==> config.mk <==
export PLATFORM = sky130hd
export DESIGN_NAME = uart_rx_fifo_flat
export DESIGN_NICKNAME = d
export VERILOG_FILES = /design/src/rtl/uart_rx_fifo_if.sv /design/src/rtl/uart_rx_fifo.sv /design/src/flat_wrapper.sv
export SDC_FILE = /design/constraint.sdc
export NUM_CORES = 1
export LEC_CHECK = 0
export CAP_MARGIN = 40
export CELL_PAD_IN_SITES_DETAIL_PLACEMENT = 1
export CELL_PAD_IN_SITES_GLOBAL_PLACEMENT = 1
export CORE_MARGIN = 4
export CORE_UTILIZATION = 35
export DETAILED_ROUTE_END_ITERATION = 7
export PLACE_DENSITY = 0.59
export SETUP_SLACK_MARGIN = 0.02
export SLEW_MARGIN = 20
export SYNTH_ARGS = -nofsm -noshare
export SYNTH_HDL_FRONTEND = slang
export SYNTH_SLANG_ARGS = --single-unit
==> constraint.sdc <==
create_clock -name clk -period 3.4 [get_ports clk]
set_clock_uncertainty 0.15 [all_clocks]
set_input_delay 0.68 -clock clk [delete_from_list [all_inputs] [get_ports clk]]
set_output_delay 0.68 -clock clk [all_outputs]
set_load 0.01 [all_outputs]
==> src/rtl/uart_rx_fifo_if.sv <==
// Signal bundle between the UART receiver / consumer side and the receive FIFO.
// Strobes: push and pop are single-cycle requests with no ready; full/empty tell the caller whether they will be taken.
interface uart_rx_fifo_if #(
    parameter int DATA_WIDTH = 8,
    parameter int ADDR_WIDTH = 4
);
    logic                  push;
    logic [DATA_WIDTH-1:0] push_data;
    logic                  pop;
    logic [DATA_WIDTH-1:0] pop_data;
    logic                  empty;
    logic                  full;
    logic                  almost_full;
    logic [ADDR_WIDTH:0]   count;
    logic                  overflow;
    logic                  clr_ovf;

    modport master (
        output push, push_data, pop, clr_ovf,
        input  pop_data, empty, full, almost_full, count, overflow
    );

    modport slave (
        input  push, push_data, pop, clr_ovf,
        output pop_data, empty, full, almost_full, count, overflow
    );
endinterface

==> src/rtl/uart_rx_fifo.sv <==
// First-word-fall-through byte FIFO behind the UART receiver, with fill level,
// almost-full warning and a sticky overflow flag for pushes that found no room.
module uart_rx_fifo #(
    parameter int DATA_WIDTH = 8,
    parameter int ADDR_WIDTH = 4,
    parameter int AF_LEVEL   = 12
) (
    input  logic           clk,
    input  logic           rst_n,
    uart_rx_fifo_if.slave  bus
);
    localparam int DEPTH = 2 ** ADDR_WIDTH;

    logic [DATA_WIDTH-1:0] mem [DEPTH];
    logic [ADDR_WIDTH:0]   wr_ptr;
    logic [ADDR_WIDTH:0]   rd_ptr;
    logic                  ovf_q;
    logic                  empty_w;
    logic                  full_w;
    logic                  do_pop;
    logic                  do_push;
    logic                  drop;
    logic [ADDR_WIDTH:0]   count_w;

    // Status comes only from registered pointers, so push/pop never reach the flags combinationally.
    assign empty_w = (wr_ptr == rd_ptr);
    assign full_w  = (wr_ptr[ADDR_WIDTH-1:0] == rd_ptr[ADDR_WIDTH-1:0]) &&
                     (wr_ptr[ADDR_WIDTH] != rd_ptr[ADDR_WIDTH]);
    assign count_w = wr_ptr - rd_ptr;

    // A pop on a full FIFO frees the slot the same-cycle push lands in; an empty FIFO never falls through.
    assign do_pop  = bus.pop && !empty_w;
    assign do_push = bus.push && (!full_w || do_pop);
    assign drop    = bus.push && !do_push;

    always_ff @(posedge clk or negedge rst_n) begin
        if (!rst_n) begin
            wr_ptr <= '0;
            rd_ptr <= '0;
            ovf_q  <= 1'b0;
        end else begin
            if (do_push) wr_ptr <= wr_ptr + 1'b1;
            if (do_pop)  rd_ptr <= rd_ptr + 1'b1;
            if (drop)
                ovf_q <= 1'b1;
            else if (bus.clr_ovf)
                ovf_q <= 1'b0;
        end
    end

    // Storage is deliberately left unreset; pointers alone define what is valid.
    always_ff @(posedge clk) begin
        if (do_push) mem[wr_ptr[ADDR_WIDTH-1:0]] <= bus.push_data;
    end

    assign bus.pop_data    = mem[rd_ptr[ADDR_WIDTH-1:0]];
    assign bus.empty       = empty_w;
    assign bus.full        = full_w;
    assign bus.count       = count_w;
    assign bus.almost_full = (count_w >= (ADDR_WIDTH+1)'(AF_LEVEL));
    assign bus.overflow    = ovf_q;
endmodule

==> src/flat_wrapper.sv <==
// flat-port wrapper written by rule: the top's interface ports become plain ports
module uart_rx_fifo_flat 
#(
    parameter int DATA_WIDTH = 8,
    parameter int ADDR_WIDTH = 4,
    parameter int AF_LEVEL   = 12
)
  (clk, rst_n, bus_push, bus_push_data, bus_pop, bus_clr_ovf, bus_pop_data, bus_empty, bus_full, bus_almost_full, bus_count, bus_overflow);
  uart_rx_fifo_if #(.DATA_WIDTH(DATA_WIDTH), .ADDR_WIDTH(ADDR_WIDTH)) bus_i ();
  input  logic clk;
  input  logic rst_n;
  input wire logic [$bits(bus_i.push)-1:0] bus_push;
  input wire logic [$bits(bus_i.push_data)-1:0] bus_push_data;
  input wire logic [$bits(bus_i.pop)-1:0] bus_pop;
  input wire logic [$bits(bus_i.clr_ovf)-1:0] bus_clr_ovf;
  output wire logic [$bits(bus_i.pop_data)-1:0] bus_pop_data;
  output wire logic [$bits(bus_i.empty)-1:0] bus_empty;
  output wire logic [$bits(bus_i.full)-1:0] bus_full;
  output wire logic [$bits(bus_i.almost_full)-1:0] bus_almost_full;
  output wire logic [$bits(bus_i.count)-1:0] bus_count;
  output wire logic [$bits(bus_i.overflow)-1:0] bus_overflow;
  assign bus_i.push = bus_push;
  assign bus_i.push_data = bus_push_data;
  assign bus_i.pop = bus_pop;
  assign bus_i.clr_ovf = bus_clr_ovf;
  assign bus_pop_data = bus_i.pop_data;
  assign bus_empty = bus_i.empty;
  assign bus_full = bus_i.full;
  assign bus_almost_full = bus_i.almost_full;
  assign bus_count = bus_i.count;
  assign bus_overflow = bus_i.overflow;
  uart_rx_fifo #(.DATA_WIDTH(DATA_WIDTH), .ADDR_WIDTH(ADDR_WIDTH), .AF_LEVEL(AF_LEVEL)) u_core (.clk(clk), .rst_n(rst_n), .bus(bus_i));
endmodule
After elaboration in Yosys (flattened, before gate mapping):

Memories as Yosys holds them, arrays and structs flattened.
Index checks and enable logic that the tools add are counted.

* flip-flop bits (word level): 11
* bits in latches: 0
* memory bits (writable): 128
* ROM bits: 0
* bits of input ports: 13
* output and inout bits: 17
* logic and storage cells: 24
* memories: 1

Memory list
* u_core.mem: words 16, bits a word 8, rd ports 1, clocked after Yosys merged registers in 0, wr ports 1, line uart_rx_fifo.sv:14 `logic [DATA_WIDTH-1:0] mem [DEPTH];`

* add/subtract/negate cells: 3
* $mul: 0
* divide/modulo/power cells: 0
* order comparisons: 1
* eq/ne operators: 3
* shift operators: 0
* muxes and demuxes: 4
* bitwise operators: 0
* reductions and logical operators: 9

Operator list (number)
* 5-bit by 1-bit adder with 5-bit output, second input constant: 2
* 5-bit == test: 1
* 5-bit by 4-bit greater-or-equal comparator with 1-bit output, second input constant: 1
* 5-bit subtractor: 1
* 4-bit == test: 1
* 1-bit logical AND: 4
* 1-bit 2-to-1 mux: 4
* 1-bit zero test: 3
* 2-bit nonzero test: 1
* 1-bit logical OR: 1
* 1-bit inequality test: 1

Longest topological paths before layout:

Gate-level depths: netlist (run 1).

* depth after elaboration: 8
* gate-level depth with buffers: 10
* gate-level depth less buffers: 7

Worst setup path after synthesis (run 1):

No wires, ideal clock.

* path type: reg2out
* from: register u_core.rd_ptr[2]
* to: output port bus_almost_full
* arrival time: 2.075 ns
* data required time: 2.570 ns
* path slack: 0.495 ns
* stages on the path, launching flop included: 10
* buffers on the path: 3
* path through: dfrtp_1 buf_2 buf_2 buf_2 inv_1 ha_1 xnor2_1 inv_1 a211o_1 o221ai_1

* cells in the longest elaborated chain, start to end: 2

RTL lines
* from (decl): line uart_rx_fifo.sv:16 `logic [ADDR_WIDTH:0] rd_ptr;`
* from (signal assigned): line uart_rx_fifo.sv:43 `if (do_pop) rd_ptr <= rd_ptr + 1'b1;`
* 5-bit subtractor: line uart_rx_fifo.sv:29 `assign count_w = wr_ptr - rd_ptr;`
* net bus_count[2]: line flat_wrapper.sv:20 `output wire logic [$bits(bus_i.count)-1:0] bus_count;`
* 5-bit by 4-bit greater-or-equal comparator with 1-bit output: line uart_rx_fifo.sv:60 `assign bus.almost_full = (count_w >= (ADDR_WIDTH+1)'(AF_LEVEL));`
* to (decl): line flat_wrapper.sv:19 `output wire logic [$bits(bus_i.almost_full)-1:0] bus_almost_full;`

The timed path passes the listed nets, and every way through them passes these cells.

Final worst setup path (run 1):

* from: register u_core.rd_ptr[0]
* to: output port bus_pop_data[0]

* cells in the longest elaborated chain, start to end: 1

RTL lines
* memory 16 x 8 bit
* to (decl): line flat_wrapper.sv:16 `output wire logic [$bits(bus_i.pop_data)-1:0] bus_pop_data;`

No other way between the ends.

==> summary.md, run 1 <==
| Metric | Value |
|---|---|
| Outcome | `finished, final reports clean` |
| Io pins | `30` |
| Hold_sp | `u_core.bus.overflow$_DFFE_PN0P_` |
| Worst path required time | `2570 ps` |
| Total of max-cap violations | `0` |
| Synth Warn # | `0` |
| Gr ovfl total | `0` |
| Worst vdd ir | `416.8 uV` |
| Mapped Area | `just under 0.006 mm2` |
| Critical path capture point type | `primary output` |
| Min Hold Slack | `roughly 380 ps` |
| Pins over their slew limit | `0` |
| Reg-to-reg critical path startpoint | `u_core.rd_ptr[3]$_DFFE_PN0P_` |
| First-pass GRT wire length | `~20 mm` |
| GR Util met1 | `between 20% and 30%` |
| #FFs+latches synth | `around 140` |
| Root Driver | `clkbuf_16` |
| Layout cell share with drive strength beyond 1 | `around 19%` |
| Pre-antenna DRT Iters | `4` |
| Antenna violations before repair | `0` |
| Final hold violations | `0` |
| Worst-margin pin slew | `roughly 660 ps` |
| Buffers added on ports | `29` |
| Worst reg2reg path depth | `5` |
| Setup CP Type | `register to primary output` |
| Post-DP HPWL | `around 8 mm` |
| Total track usage | `14.91%` |
| M3 GR Usage | `under 10%` |
| Crit path largest cell delay | `580 ps` |
| End of the worst register-to-register path | `u_core.mem[11][3]$_DFFE_PP_` |
| Total CTS buffers | `17` |
| Main combinational cell family by area after synthesis | `multiplexers` |
| R2R Setup Slk | `between 400 and 500 ps` |
| Max-slew headroom | `approximately 56%` |
| DRT antenna net count | `0` |
| Final setup violation count | `0` |
| Hold path depth | `2` |
| Top Usage Layer GRT | `met2` |
| Period utilization | `between 90% and 100%` |
| Initial core utilization | `about 36%` |
| Worst-path fanout max | `10` |
| Worst path cell trace | `buf_6 -> mux4_1 -> mux2i_1 -> o21ai_1 -> clkdlybuf4s50_1` |
| Fmax | `approximately 300 MHz` |
| Mux contribution to synthesized area | `between 10% and 20%` |
| Nets | `~380` |
| Post-synthesis compound-gate area fraction | `between 3 and 4%` |
| Overall routed net length | `12.51 mm` |
| Worst hold path class | `register to register` |
| Die Footprint | `~0.019 mm2` |
| Power per Cell Area | `938.8 mW/mm2` |
| Floorplan core area | `between 0.015 and 0.02 mm2` |
| Post-DR vias/cell | `approximately 5` |
| Post-synth cell types | `33` |
| Finished Core Util | `a little over two fifths` |
| Die H | `between 100 and 150 um` |
| Clock buffer depth | `2` |
| Largest net degree at the start of global routing | `22` |
| Clk_lat worst skew | `between 400 and 500 ps` |
| Synth Area in Simple Gates | `under 10%` |
| Unrepaired setup endpoints after global routing | `true` |
| H-tree lvl count | `4` |
| Total chip power | `between 6 and 7 mW` |
| CTS Sinks | `139` |
| Area growth syn-to-layout | `21.77%` |
| Crit-path slowest cell | `mux4_1` |
| Element type at the critical path start | `register` |
| Die width | `136.3 um` |
| Lkg Pwr | `around 2.5 nW` |
| Most frequent cells in the layout | `edfxtp_1, mux2i_1, clkdlybuf4s50_1` |
| CTS tree | `yes` |
| M2 GR Usage | `a little under a quarter` |
| Number of DRC markers in iteration 0 | `roughly 210` |
| WL per Instance | `about 21 um` |
| Post-route cell area | `between 0.007 and 0.008 mm2` |
| Residual DRC count | `0` |
| Hold endpoint | `u_core.bus.overflow$_DFFE_PN0P_` |
| Vias in the first global route | `3,179` |
| Seq/Total Area, Yosys | `between 70% and 80%` |
| Post-Syn Instances | `a little over 300` |
| WP data arrival | `approximately 2500 ps` |
| ANT cells | `0` |
| Commonest non-fill, non-tap cell in the layout | `edfxtp_1` |
| Min Tclk post-route | `roughly 3300 ps` |
| Rows | `46` |
| XOR/XNOR Fraction of Synth Area | `under 10%` |
| Placed Area | `0.006290 mm2` |
| Clock slew at reported path FFs | `approximately 60 ps` |
| Syn_nets | `~330` |
| Buf+Inv Stages, Crit Path | `2` |
| Synth Area in Adders | `roughly 2.3%` |
| CP top delay family | `multiplexers` |
| Gpl congestion | `0.7500` |
| Post-Syn Area per Cell | `18.72 um2` |
| Via count | `between 2,000 and 3,000` |
[repair_timing]
action,4_1_cts,5_1_grt
cloned,1,0
hold buffers,0,0
endpoints found under the hold margin,0,0
gates resized for setup,9,10
setup endpoints to repair,7,8
buffers inserted,0,4
[metrics by stage]
stage	worst slack (ps)	TNS, ps	std cells
after CTS	16.80	0	579
after global placement	277.6	0	547
final	80.86	0	583
after global routing	-42.11	-73.81	583
after floorplan	495.3	0	308
after detailed placement	173.7	0	547
[tightest hold or removal path, stage by stage, from the launching register on]
cell and delay, ps:
dfrtp_1 370, inv_1 50, o21ai_0 60
[metal layers]
layer	up-vias	routed length (um)
met2	52	6373
met1	1526	5577
li1	1333	-
met3	5	463
met4	0	97
met5	-	0
[report_power, final]
group | internal (mW) | switching (mW) | total (mW)
clock network | 1.23 | 0.708 | 1.94
logic | 1.19 | 1.24 | 2.43
registers | 2.09 | 0.132 | 2.23
total | 4.51 | 2.08 | 6.59
[layout make-up]
type                       instances  area (um2)
timing repair buffer              43       450.4
clock inverter                    14       193.9
tap                              216       270.3
clock buffer                      17       425.4
inverter                          11       41.29
sequential                       139        4121
fill                            1568        8980
multi-input combinational        143        1518
[registers in the layout, indices dropped and copies added, names as in the netlist]
register / count
u_core.bus.overflow: 1
u_core.wr_ptr: 5
u_core.mem: 128
u_core.rd_ptr: 5
[how the worst max path moves through the flow]
stage	slack [ps]	cells past startpoint	end	from
6_report	80	5	bus_pop_data[0]	u_core.rd_ptr[0]$_DFFE_PN0P_
5_1_grt	-40	5	bus_pop_data[2]	u_core.rd_ptr[0]$_DFFE_PN0P_
4_1_cts	20	5	bus_pop_data[0]	u_core.rd_ptr[0]$_DFFE_PN0P_
3_5_place_dp	170	8	bus_almost_full	u_core.wr_ptr[0]$_DFFE_PN0P_
3_3_place_gp	280	8	bus_almost_full	u_core.wr_ptr[0]$_DFFE_PN0P_
2_1_floorplan	500	9	bus_almost_full	u_core.rd_ptr[2]$_DFFE_PN0P_
[cells in the mapped netlist (all sizes together)]
master / number / area (um2)
a211o: 1 / 8.760
nor2: 4 / 15.01
nand3b: 1 / 7.510
xor2: 4 / 35.03
o221ai: 1 / 8.760
buf: 13 / 110.1
o21a: 1 / 7.510
xnor2: 8 / 70.07
and2: 2 / 12.51
nand4: 3 / 18.77
nand2: 6 / 22.52
ha: 9 / 112.6
dfrtp: 11 / 275.3
mux4: 24 / 570.6
a21oi: 1 / 5.000
mux2i: 24 / 240.2
nor2b: 5 / 31.28
inv: 11 / 41.29
edfxtp: 128 / 3844
clkbuf: 2 / 7.510
a221oi: 8 / 76.32
o31a: 1 / 8.760
nand3: 1 / 5.000
o21ai: 21 / 105.1
fa: 1 / 20.02
and3: 17 / 106.4
[cell families after synthesis]
logic type / count (synthesis)
buffers and inverters: 26
DFF: 139
muxes: 48
AOI/OAI and AO/OA: 34
xor gates and xnor gates: 12
adders and majority gates: 10
and+or+nand+nor: 39
Power figures use the tool's default switching activity.
==> run 2: changes to the inputs <==
- HOLD_SLACK_MARGIN: not set -> 0.1
- SLEW_MARGIN: 20 -> 10
==> results of run 2 <==
Final layout, timing and power as in run 1 (identical DEF).
==> run 3: changes to the inputs <==
- clock period: 3.4 -> 3.8 ns (I/O delays scaled with it)
==> summary.md, run 3 (synthesized netlist as in run 1, its figures left out) <==
| Metric | Value |
|---|---|
| Clock buffer depth | `2` |
| Largest net degree at the start of global routing | `36` |
| Layout cell share with drive strength beyond 1 | `between 10% and 20%` |
| Worst hold path class | `register to register` |
| Overall routed net length | `roughly 12 mm` |
| Postcts setup bufs | `0` |
| Element type at the critical path start | `register` |
| First-pass GRT wire length | `a little under 20 mm` |
| Most frequent cells in the layout | `edfxtp_1, clkdlybuf4s50_1, mux2i_1` |
| Hold path depth | `2` |
| Residual DRC count | `0` |
| Period utilization | `93.47%` |
| Pre-antenna DRT Iters | `4` |
| Hold_sp | `u_core.bus.overflow$_DFFE_PN0P_` |
| Critical path capture point type | `primary output` |
| Post-DR vias/cell | `about 4.9` |
| Reg-to-reg critical path startpoint | `u_core.rd_ptr[3]$_DFFE_PN0P_` |
| Root Driver | `clkbuf_16` |
| Max-slew headroom | `56.11%` |
| Finished Core Util | `between 40% and 50%` |
| Final setup TNS | `0 ps` |
| Post-DP HPWL | `~7.7 mm` |
| Buffers added on ports | `29` |
| Crit path largest cell delay | `~540 ps` |
| Die Footprint | `0.01859 mm2` |
| Number of DRC markers in iteration 0 | `approximately 240` |
| Area growth syn-to-layout | `19.27%` |
| Worst-margin pin slew | `about 660 ps` |
| Floorplan core area | `roughly 0.016 mm2` |
| Total of max-cap violations | `0` |
| Gr ovfl total | `0` |
| Crit-path slowest cell | `clkdlybuf4s50_1` |
| CTS tree | `yes` |
| Min Tclk post-route | `roughly 3600 ps` |
| Clk_lat worst skew | `~400 ps` |
| R2R Setup Slk | `between 800 and 900 ps` |
| Antenna violations before repair | `0` |
| Worst path cell trace | `inv_1 -> ha_1 -> fa_1 -> nor2b_1 -> o21ai_0 -> and3_1 -> nor2_1 -> clkdlybuf4s50_1` |
| Top Usage Layer GRT | `met2` |
| Total CTS buffers | `17` |
| Fmax | `~280 MHz` |
| Footprint of the multi-input gates | `0.001495 mm2` |
| Worst-path fanout max | `4` |
| Die H | `136.3 um` |
| Gpl congestion | `0.7415` |
| Via count | `around 2,800` |
| WL per Instance | `approximately 21 um` |
| Nets | `370` |
| H-tree lvl count | `4` |
| ANT cells | `0` |
| WP data arrival | `between 2000 and 3000 ps` |
| Final setup violation count | `0` |
| Vias in the first global route | `between 3,000 and 4,000` |
| GR Util met1 | `19.16%` |
| Unrepaired setup endpoints after global routing | `false` |
| Number of flip-flops in the largest register | `approximately 130` |
| CTS Sinks | `approximately 140` |
| Io pins | `30` |
| # fillers | `between 1,500 and 2,000` |
| Setup CP Type | `register to primary output` |
| Final hold violations | `0` |
| DRT antenna net count | `0` |
| Commonest non-fill, non-tap cell in the layout | `edfxtp_1` |
| Outcome | `finished, final reports clean` |
| Worst reg2reg path depth | `5` |
| Power per Cell Area | `833.5 mW/mm2` |
| M3 GR Usage | `under 10%` |
| Clock slew at reported path FFs | `around 60 ps` |
| Total track usage | `between 10 and 15%` |
| Worst path required time | `2890 ps` |
| FF+latch area | `0.004120 mm2` |
| Lkg Pwr | `~2.4 nW` |
| End of the worst register-to-register path | `u_core.mem[15][4]$_DFFE_PP_` |
| Pins over their slew limit | `0` |
| Hold endpoint | `u_core.bus.overflow$_DFFE_PN0P_` |
| Worst vdd ir | `between 300 and 400 uV` |
| M2 GR Usage | `23.09%` |
| Initial core utilization | `36.03%` |
| Die width | `136.3 um` |
| Rows | `between 40 and 50` |
==> run 3: what timing repair did <==
action                     4_1_cts  5_1_grt
hold buffers                     0        0
gates resized for setup          0        2
setup endpoints to repair        0        1
==> run 3: how the worst max path moves through the flow <==
stage                                 start              end  slack, ps  cells past startpoint
4_1_cts        u_core.wr_ptr[0]$_DFFE_PN0P_  bus_almost_full         80                      8
5_1_grt        u_core.wr_ptr[0]$_DFFE_PN0P_     bus_count[4]         60                      8
3_5_place_dp   u_core.wr_ptr[0]$_DFFE_PN0P_  bus_almost_full        540                      8
2_1_floorplan  u_core.rd_ptr[2]$_DFFE_PN0P_  bus_almost_full        820                      9
3_3_place_gp   u_core.wr_ptr[0]$_DFFE_PN0P_  bus_almost_full        610                      8
6_report       u_core.wr_ptr[0]$_DFFE_PN0P_     bus_count[4]        250                      8
==> run 3: critical path, delay by kind of cell (launching register included) <==
family                   cells  cell delay, ps
AND/OR/NAND/NOR              3             430
adder cells (fa/ha/maj)      2             650
AO/OA/AOI/OAI                1              90
buffers and inverters        2             660
flip-flops                   1             390
==> run 3: area by class of cell <==
type | count | area share [%]
inverters | 11 | 0.6004
clock inverters | 15 | 2.529
clock buffers | 17 | 6.186
multi-input cells | 143 | 21.74
flip-flops and latches | 139 | 59.92
well taps | 216 | 3.930
repair buffers | 35 | 5.095
==> run 3: per-layer routing <==
| metal | vias to the layer above | part of all wire [%] |
|---|---|---|
| li1 | 1317 | - |
| met2 | 34 | 49 |
| met4 | 0 | 1.6 |
| met5 | - | 0 |
| met3 | 18 | 2.0 |
| met1 | 1475 | 47 |
==> run 3: per-stage QoR <==
step                      instances  power, mW  cell area, um2  hold slack (ps)  worst slack [ps]
final                           576      5.732            6877            372.6             248.0
after global routing            576      6.066            6877            395.9             55.53
after CTS                       576      5.814            6867            381.4             84.23
after detailed placement        544      4.126            6267            374.5             544.6
after global placement          544      4.091            6267            358.1             605.7
after floorplan                 308      3.311            5766            314.4             815.3
==> run 3: report_power, final <==
part | internal [mW] | switching [mW] | leakage [nW]
Combinational | 1.01 | 1.07 | 0.829
Sequential | 1.87 | 0.114 | 1.29
Clock | 1.03 | 0.634 | 0.283
Total | 3.91 | 1.82 | 2.40
